### src/rtl/bram_arbiter.sv
`default_nettype none
// +----------------------------------------------------------------------------+
// | Module      : bram_arbiter                                                 |
// | Description : Round-robin arbiter sharing one BRAM port between two        |
// |               requesters (P0, P1). Grants are combinational Req/Gnt        |
// |               handshakes. The winning access is registered onto the O_*    |
// |               port. Read data is routed back to the issuing requester      |
// |               through a tag pipeline that keeps issue order.               |
// | Options     : define BRAM_ARB_BURST_LOCK_EN to let the current owner keep  |
// |               the grant under contention for up to MAX_BURST consecutive   |
// |               accepts. Without it the arbiter is strict per-accept         |
// |               round-robin and no burst counter exists.                     |
// | Ports       : Clk/Rst            clock, synchronous active-high reset      |
// |               Px_Req/Addr/Din/WEN requester x access (WEN==0 means read)   |
// |               Px_Gnt             combinational grant                       |
// |               Px_Dout/Px_Dvalid  registered read return, one-cycle pulse   |
// |               O_Addr/EN/Din/WEN  registered BRAM port drive               |
// |               O_Dout             BRAM read data                            |
// |               O_Clk/O_Rst        Clk/Rst passed through to the BRAM        |
// | Revision    : 1.0 - initial release                                        |
// +----------------------------------------------------------------------------+
module bram_arbiter #(
  parameter int ADDR_WIDTH = 32,
  parameter int DATA_WIDTH = 32,
  parameter int WEN_WIDTH  = DATA_WIDTH / 8 + (((DATA_WIDTH % 8) != 0) ? 1 : 0),
  parameter int RD_LATENCY = 1,
  parameter int MAX_BURST  = 4
) (
  input  logic                  Clk,
  input  logic                  Rst,
  input  logic                  P0_Req,
  input  logic [ADDR_WIDTH-1:0] P0_Addr,
  input  logic [DATA_WIDTH-1:0] P0_Din,
  input  logic [WEN_WIDTH-1:0]  P0_WEN,
  output logic                  P0_Gnt,
  output logic [DATA_WIDTH-1:0] P0_Dout,
  output logic                  P0_Dvalid,
  input  logic                  P1_Req,
  input  logic [ADDR_WIDTH-1:0] P1_Addr,
  input  logic [DATA_WIDTH-1:0] P1_Din,
  input  logic [WEN_WIDTH-1:0]  P1_WEN,
  output logic                  P1_Gnt,
  output logic [DATA_WIDTH-1:0] P1_Dout,
  output logic                  P1_Dvalid,
  output logic [ADDR_WIDTH-1:0] O_Addr,
  output logic                  O_EN,
  output logic [DATA_WIDTH-1:0] O_Din,
  output logic [WEN_WIDTH-1:0]  O_WEN,
  input  logic [DATA_WIDTH-1:0] O_Dout,
  output logic                  O_Clk,
  output logic                  O_Rst
);

  // Elaboration-time sanity check of the configuration.
  generate
    if (RD_LATENCY < 1 || RD_LATENCY > 3 || MAX_BURST < 1 || MAX_BURST > 255) begin : g_param_check
      $error("bram_arbiter: RD_LATENCY must be 1..3 and MAX_BURST 1..255");
    end
  endgenerate

  // last_grant_q: 0 = P0 was granted last, 1 = P1. Resets to P1 so P0 wins first contention.
  logic                  last_grant_q;
  logic                  w_keep_owner;
  logic                  w_gnt0;
  logic                  w_gnt1;
  logic                  w_accept;
  logic [ADDR_WIDTH-1:0] w_addr;
  logic [DATA_WIDTH-1:0] w_din;
  logic [WEN_WIDTH-1:0]  w_wen;
  logic                  w_rd_accept;

  logic [ADDR_WIDTH-1:0] addr_q;
  logic                  en_q;
  logic [DATA_WIDTH-1:0] din_q;
  logic [WEN_WIDTH-1:0]  wen_q;

  // Read tag pipeline: stage k holds the tag of the read whose O_EN cycle was k cycles ago,
  // so the last stage lines up with O_Dout being valid.
  logic [RD_LATENCY:0]   tag_v_q;
  logic [RD_LATENCY:0]   tag_id_q;

  logic                  dvalid0_q;
  logic                  dvalid1_q;
  logic [DATA_WIDTH-1:0] dout0_q;
  logic [DATA_WIDTH-1:0] dout1_q;

`ifdef BRAM_ARB_BURST_LOCK_EN
  localparam logic [7:0] BURST_MAX = 8'(MAX_BURST);

  // Consecutive accepts by the port in last_grant_q; zero after an idle cycle.
  logic [7:0] burst_cnt_q;
  logic [7:0] burst_cnt_d;

  // Owner holds the grant only while a streak is running and below the limit.
  assign w_keep_owner = (burst_cnt_q != 8'd0) && (burst_cnt_q < BURST_MAX);

  always_comb begin
    burst_cnt_d = 8'd0;
    if (w_accept) begin
      if (w_gnt1 != last_grant_q) begin
        burst_cnt_d = 8'd1;
      end else if (burst_cnt_q != BURST_MAX) begin
        burst_cnt_d = burst_cnt_q + 8'd1;
      end else begin
        burst_cnt_d = burst_cnt_q;   // saturate: a lone requester is never limited
      end
    end
  end

  always_ff @(posedge Clk) begin
    if (Rst) begin
      burst_cnt_q <= 8'd0;
    end else begin
      burst_cnt_q <= burst_cnt_d;
    end
  end
`else
  assign w_keep_owner = 1'b0;
`endif

  // Grant decision. Grants are suppressed for the whole reset cycle.
  always_comb begin
    w_gnt0 = 1'b0;
    w_gnt1 = 1'b0;
    if (!Rst) begin
      if (P0_Req && P1_Req) begin
        if (w_keep_owner) begin
          w_gnt1 = last_grant_q;
        end else begin
          w_gnt1 = ~last_grant_q;
        end
        w_gnt0 = ~w_gnt1;
      end else begin
        w_gnt0 = P0_Req;
        w_gnt1 = P1_Req;
      end
    end
  end

  assign w_accept    = w_gnt0 | w_gnt1;
  assign w_addr      = w_gnt1 ? P1_Addr : P0_Addr;
  assign w_din       = w_gnt1 ? P1_Din  : P0_Din;
  assign w_wen       = w_gnt1 ? P1_WEN  : P0_WEN;
  assign w_rd_accept = w_accept && (w_wen == '0);

  always_ff @(posedge Clk) begin
    if (Rst) begin
      last_grant_q <= 1'b1;
      addr_q       <= '0;
      en_q         <= 1'b0;
      din_q        <= '0;
      wen_q        <= '0;
      tag_v_q      <= '0;
      tag_id_q     <= '0;
      dvalid0_q    <= 1'b0;
      dvalid1_q    <= 1'b0;
      dout0_q      <= '0;
      dout1_q      <= '0;
    end else begin
      if (w_accept) begin
        last_grant_q <= w_gnt1;
        en_q         <= 1'b1;
        addr_q       <= w_addr;
        din_q        <= w_din;
        wen_q        <= w_wen;
      end else begin
        // Address and data hold so the BRAM inputs stay quiet between accesses.
        en_q  <= 1'b0;
        wen_q <= '0;
      end

      tag_v_q  <= {tag_v_q[RD_LATENCY-1:0], w_rd_accept};
      tag_id_q <= {tag_id_q[RD_LATENCY-1:0], w_gnt1};

      dvalid0_q <= tag_v_q[RD_LATENCY] & ~tag_id_q[RD_LATENCY];
      dvalid1_q <= tag_v_q[RD_LATENCY] &  tag_id_q[RD_LATENCY];
      if (tag_v_q[RD_LATENCY] && !tag_id_q[RD_LATENCY]) begin
        dout0_q <= O_Dout;
      end
      if (tag_v_q[RD_LATENCY] && tag_id_q[RD_LATENCY]) begin
        dout1_q <= O_Dout;
      end
    end
  end

  assign P0_Gnt    = w_gnt0;
  assign P1_Gnt    = w_gnt1;
  assign P0_Dout   = dout0_q;
  assign P1_Dout   = dout1_q;
  assign P0_Dvalid = dvalid0_q;
  assign P1_Dvalid = dvalid1_q;
  assign O_Addr    = addr_q;
  assign O_EN      = en_q;
  assign O_Din     = din_q;
  assign O_WEN     = wen_q;
  assign O_Clk     = Clk;
  assign O_Rst     = Rst;

endmodule
`default_nettype wire
### config.mk
export PLATFORM = sky130hd
export DESIGN_NAME = bram_arbiter
export DESIGN_NICKNAME = d
export VERILOG_FILES = /design/src/rtl/bram_arbiter.sv
export SDC_FILE = /design/constraint.sdc
export NUM_CORES = 1
export LEC_CHECK = 0
export ABC_AREA = 1
export CAP_MARGIN = 20
export CORE_AREA = 2 2 121 123
export CTS_CLUSTER_SIZE = 8
export DETAILED_ROUTE_END_ITERATION = 10
export DIE_AREA = 0 0 123 125
export PLACE_DENSITY = 0.81
export SLEW_MARGIN = 40
export SYNTH_ARGS = -nofsm -noshare
export SYNTH_HDL_FRONTEND = slang
export SYNTH_SLANG_ARGS = --single-unit
### constraint.sdc
create_clock -name Clk -period 2.95 [get_ports Clk]
set_input_delay 0.885 -clock Clk [delete_from_list [all_inputs] [get_ports Clk]]
set_output_delay 0.885 -clock Clk [all_outputs]
set_load 0.005 [all_outputs]
Word level (Yosys, flattened, before mapping)
Index checks and enable logic that the tools add are counted.

Multiplexer cells: 10. Reduce and logical (&&, ||, !) cells: 7. Bitwise logic cells: 7.

Operators by type and width (count): 2-to-1 mux 32 bit (2); 2-to-1 mux 1 bit (7); logical AND 1 bit (4); logical NOT 4 bit (1); 2-to-1 mux 4 bit (1); inverter 1 bit (4); AND 1 bit (2); OR reduction 2 bit (1); logical NOT 1 bit (1); bitwise OR 1 bit (1).

Word-level logic and storage cells: 35. Output and inout bits: 139. Register bits after elaboration: 140.

Longest topological paths before layout
Gate-level depths: netlist of the first run.

Depth after elaboration: 9. Depth in mapped cells: 8. Mapped depth without buffers: 6.

==> run metrics, run 1 <==
fin worst setup slack=94.2 ps; hold-fix buffers at CTS=0; fin area=9220 um2; Final Util=64.9%; max frequency=0.353 GHz; I/O Buffers=310; most frequent cells in the layout=clkdlybuf4s50_1 (304), nor2_1 (167), o21ai_0 (148); Crit. End Element=output pin; most common cell after layout, fill and taps aside=clkdlybuf4s50_1; Peak VDD IR=0.000317 V; Pwr Density=555 nW/um2; RSZ-0062 raised after global routing=false; Pleak=3.76 nW; Worst EP arrival=1970 ps; Pins Over Slew Limit=0; placed inst area=8540 um2; Seq/Total Area, Yosys=52.4%; Layout area overhead=72.4%; Critical Path RT=2070 ps; GR Util All Layers=22.6%; critical path's most frequent cell=clkbuf_16; Die Y=125 um; drt first-iter violations=265; Finished Layout Cells=1213; nets=1187; synth unique cells=19; FF+latch count, synth=140; Crit Path Max Fanout=2; core area=14200 um2; DR DRC count=0; HPWL Detailed=12.3 mm; drt pass-1 iters=4; Row Count=44; postcts setup bufs=0; DR vias/cell=4.65; CTS clk-pin slew, worst paths=60 ps; Post-DRT Antenna Nets=0; Pwr Total=5.12 mW; Via Count=5645; Die Area=15400 um2; CP cell instances=clkbuf_16 -> clkbuf_16 -> dlygate4sd2_1; share of cells above drive strength 1=5.45%; Fin. Hold Viols=0; Net Count, Synth=891; Slew @ Worst Pin=680 ps; CP max stage delay=250 ps; number of global-route vias before repair=5243; antenna violations before repair=1; Worst slew margin=54.6%; Slowest cell on crit path=dlygate4sd2_1; Worst Skew=11.9 ps; global route overflow=0; min cycle time layout=2860 ps; Starting Density=37.6%; synth warn=0; largest net degree at the start of global routing=65; # resized after CTS=8; IO Count=311; DP Cell Count=1177; area of the mapped netlist=5350 um2; status=finished, final reports clean; DRT Wirelength=17.5 mm; Worst Setup Path Type=clk -> out; MaxCap Viol Count=0; routed len/inst=14.4 um; GP Congestion=0.795; Syn Inst Count=719; startpoint types=clock port; Setup-failing EPs final=0; first-pass GRT wire length=26.8 mm; TritonCTS clock tree=built; Hold Path Class=reg -> reg; worst skew pair latency=530 ps; chip width=123 um; final worst-path cycle share=96.8%; pre-CTS setup slack=-216 ps; mean area per synthesized cell=7.43 um2
==> area by class of cell <==
cell class / count / area, um2
clock inverters: 13 / 164
repair buffers: 322 / 3210
well taps: 184 / 230
fillers: 1276 / 4990
inverters: 51 / 191
clock buffers: 23 / 517
flip-flops and latches: 140 / 2800
diodes: 1 / 2.50
multi-input cells: 479 / 2100
==> synth_stat cells <==
cell type | count | share of area, %
nor2_1 | 168 | 12
o21ai_0 | 148 | 14
dfxtp_1 | 140 | 52
nand2_1 | 109 | 7.7
inv_1 | 48 | 3.4
o21ai_1 | 46 | 4.3
clkbuf_1 | 26 | 1.8
buf_2 | 11 | 1.0
buf_6 | 6 | 1.3
buf_4 | 4 | 0.56
inv_2 | 3 | 0.21
clkbuf_2 | 2 | 0.19
nand3_1 | 2 | 0.19
a21oi_1 | 1 | 0.094
nand3_4 | 1 | 0.33
nand3b_1 | 1 | 0.14
nor3_4 | 1 | 0.30
o211ai_1 | 1 | 0.14
o21ai_4 | 1 | 0.30
==> final timing paths <==
kind	startpoint	endpoint	slack (ps)	cells past startpoint
setup / recovery	Clk	O_Clk	90	3
hold / removal	tag_id_q[0]$_SDFF_PP0_	tag_id_q[1]$_SDFF_PP0_	400	2
setup reg to reg	last_grant_q$_SDFFE_PP1P_	tag_v_q[0]$_SDFF_PP0_	1290	8
hold reg to reg	tag_id_q[0]$_SDFF_PP0_	tag_id_q[1]$_SDFF_PP0_	400	2
==> critical path, delay by kind of cell <==
family,cells,cell delay [ps]
buffers and inverters,3,500
==> registers in the layout, summed over array words and instances, names as in the netlist <==
signal / cells
O_Addr: 32
O_Din: 32
O_EN: 1
O_WEN: 4
P0_Dout: 32
P0_Dvalid: 1
P1_Dout: 32
P1_Dvalid: 1
last_grant_q: 1
tag_id_q: 2
tag_v_q: 2
==> cells by family after synthesis <==
family	after synthesis	synth area share (%)
AO/OA/AOI/OAI	197	18.7
flip-flops	140	52.4
buffers and inverters	100	8.45
AND/OR/NAND/NOR	282	20.4
==> power by group <==
group / leakage [nW] / total [mW] / switching [mW] / internal, mW
Clock: 0.330 / 2.39 / 0.869 / 1.52
Combinational: 2.28 / 0.688 / 0.258 / 0.431
Sequential: 1.15 / 2.04 / 0.0475 / 1.99
==> metrics by stage <==
step                hold WS [ps]  TNS, ps
floorplan                    388        0
global placement             390     -366
detailed placement           393     -422
CTS                          401        0
global route                 406        0
finish                       400        0
==> routing by layer <==
| layer | share of wire [%] | track usage [%] | vias to the layer above | wire, um |
|---|---|---|---|---|
| li1 | - | - | 2876 | - |
| met1 | 39 | 24.5 | 2510 | 6770 |
| met2 | 50 | 38.7 | 228 | 8770 |
| met3 | 9.2 | 8.99 | 31 | 1620 |
| met4 | 2.0 | 9.49 | 0 | 352 |
| met5 | 0 | 0 | - | 0 |
(Power assumes the default switching activity.)
==> run 2, diff against run 1 <==
- REMOVE_ABC_BUFFERS: default -> 1
==> run metrics, run 2 (synthesis results as in run 1) <==
Die Y=125 um (unchanged); Worst slew margin=53.8% (-0.83 points); drt pass-1 iters=5 (+1); DRT Wirelength=17.6 mm (+0.62%); fin worst setup slack=82.9 ps (-11.3 ps); number of global-route vias before repair=5306 (+1.2%); Slew @ Worst Pin=692 ps (+12.5 ps); Setup-failing EPs final=0 (unchanged); Peak VDD IR=0.000400 V (+26%); nets=1191 (+0.34%); TritonCTS clock tree=built; GR Util All Layers=22.5% (-0.062 points); first-pass GRT wire length=27.0 mm (+0.77%); most common cell after layout, fill and taps aside=clkdlybuf4s50_1; Worst EP arrival=1980 ps (about the same); DR DRC count=0 (unchanged); startpoint types=clock port; Fin. Hold Viols=0 (unchanged); Hold Path Class=reg -> reg; CP cell instances=clkbuf_16 -> clkbuf_16 -> dlygate4sd2_1; MaxCap Viol Count=0 (unchanged); status=finished, final reports clean; routed len/inst=14.5 um (+0.37%); core area=14200 um2 (unchanged); largest net degree at the start of global routing=65 (unchanged); Worst Setup Path Type=clk -> out; Top delay family on crit path=buffers and inverters; Starting Density=37.6% (unchanged); HPWL Detailed=12.5 mm (+1.5%); Pleak=3.77 nW (+0.18%); Slowest cell on crit path=dlygate4sd2_1; Worst Skew=7.10 ps (-4.84 ps); Pwr Density=558 nW/um2 (+0.46%); Pwr Total=5.16 mW (+0.84%); RSZ-0062 raised after global routing=false; Critical Path RT=2070 ps (about the same); drt first-iter violations=452 (+71%); Pins Over Slew Limit=0 (unchanged); global route overflow=0 (unchanged); hold-fix buffers at CTS=0 (unchanged); chip width=123 um (unchanged); Post-DRT Antenna Nets=0 (unchanged); I/O Buffers=310 (unchanged); worst skew pair latency=520 ps (about the same); pre-CTS setup slack=-78.4 ps (+138 ps); Buffers & Inverters on Critical Path=3 (unchanged); antenna cells=0 (-1); Via Count=5728 (+1.5%); most frequent cells in the layout=clkdlybuf4s50_1 (306), nor2_1 (167), o21ai_0 (148); critical path's most frequent cell=clkbuf_16; GP Congestion=0.812 (+2.1%); IO Count=311 (unchanged); DR vias/cell=4.71 (+1.2%); antenna violations before repair=0 (-1); CTS clk-pin slew, worst paths=50 ps (about the same); Worst Hold Slack=404 ps (+3.69 ps); Die Area=15400 um2 (unchanged); Layout area overhead=73.1%; Crit. End Element=output pin; share of cells above drive strength 1=5.91% (+0.46 points); CP max stage delay=260 ps (about the same); Crit Path Max Fanout=2 (unchanged); fin area=9250 um2 (+0.38%); placed inst area=8550 um2 (+0.12%); Row Count=44 (unchanged); Final Util=65.1% (+0.25 points)
## run 2: repair_timing
action                                  4_1_cts  5_1_grt
resized for setup                             6        0
setup buffers                                 1        0
endpoints found under the setup margin        3        0
## run 2: final timing paths
path,start,to,slack [ps],depth (start not counted)
worst max-delay path,Clk,O_Clk,80,3
worst min-delay path,tag_v_q[0]$_SDFF_PP0_,tag_v_q[1]$_SDFF_PP0_,400,2
worst max register to register,last_grant_q$_SDFFE_PP1P_,O_Din[26]$_SDFFE_PP0P_,1190,7
worst min register to register,tag_v_q[0]$_SDFF_PP0_,tag_v_q[1]$_SDFF_PP0_,400,2
## run 2: cell type report
type	instances	area, um2
Tap cell	184	230
Clock buffer	24	541
Clock inverter	12	161
Sequential cell	140	2800
Inverter	51	191
Fill cell	1202	4950
Multi-Input combinational cell	479	2100
Timing Repair Buffer	326	3230
## run 2: per-stage QoR
stage,instances,TNS [ps]
2_1_floorplan,670,-551
3_3_place_gp,1180,-128
3_5_place_dp,1180,-156
4_1_cts,1216,0
5_1_grt,1216,0
6_report,1216,0
## run 2: layer usage
metal,share of wire (%),vias up,GRT usage (%)
met5,0,-,0
met4,1.4,0,7.55
met3,10,20,9.63
met2,50,245,38.9
met1,39,2580,24.5
li1,-,2883,-
## run 2: report_power, final
| part | internal, mW | switching, mW | leakage [nW] |
|---|---|---|---|
| sequential | 1.99 | 0.0500 | 1.15 |
| clock | 1.57 | 0.863 | 0.335 |
| combinational | 0.432 | 0.256 | 2.28 |
## run 2: worst min-delay path: stages, from the launching register on
cell and delay, ps:
dfxtp_1 290, inv_1 40, nor2_1 30
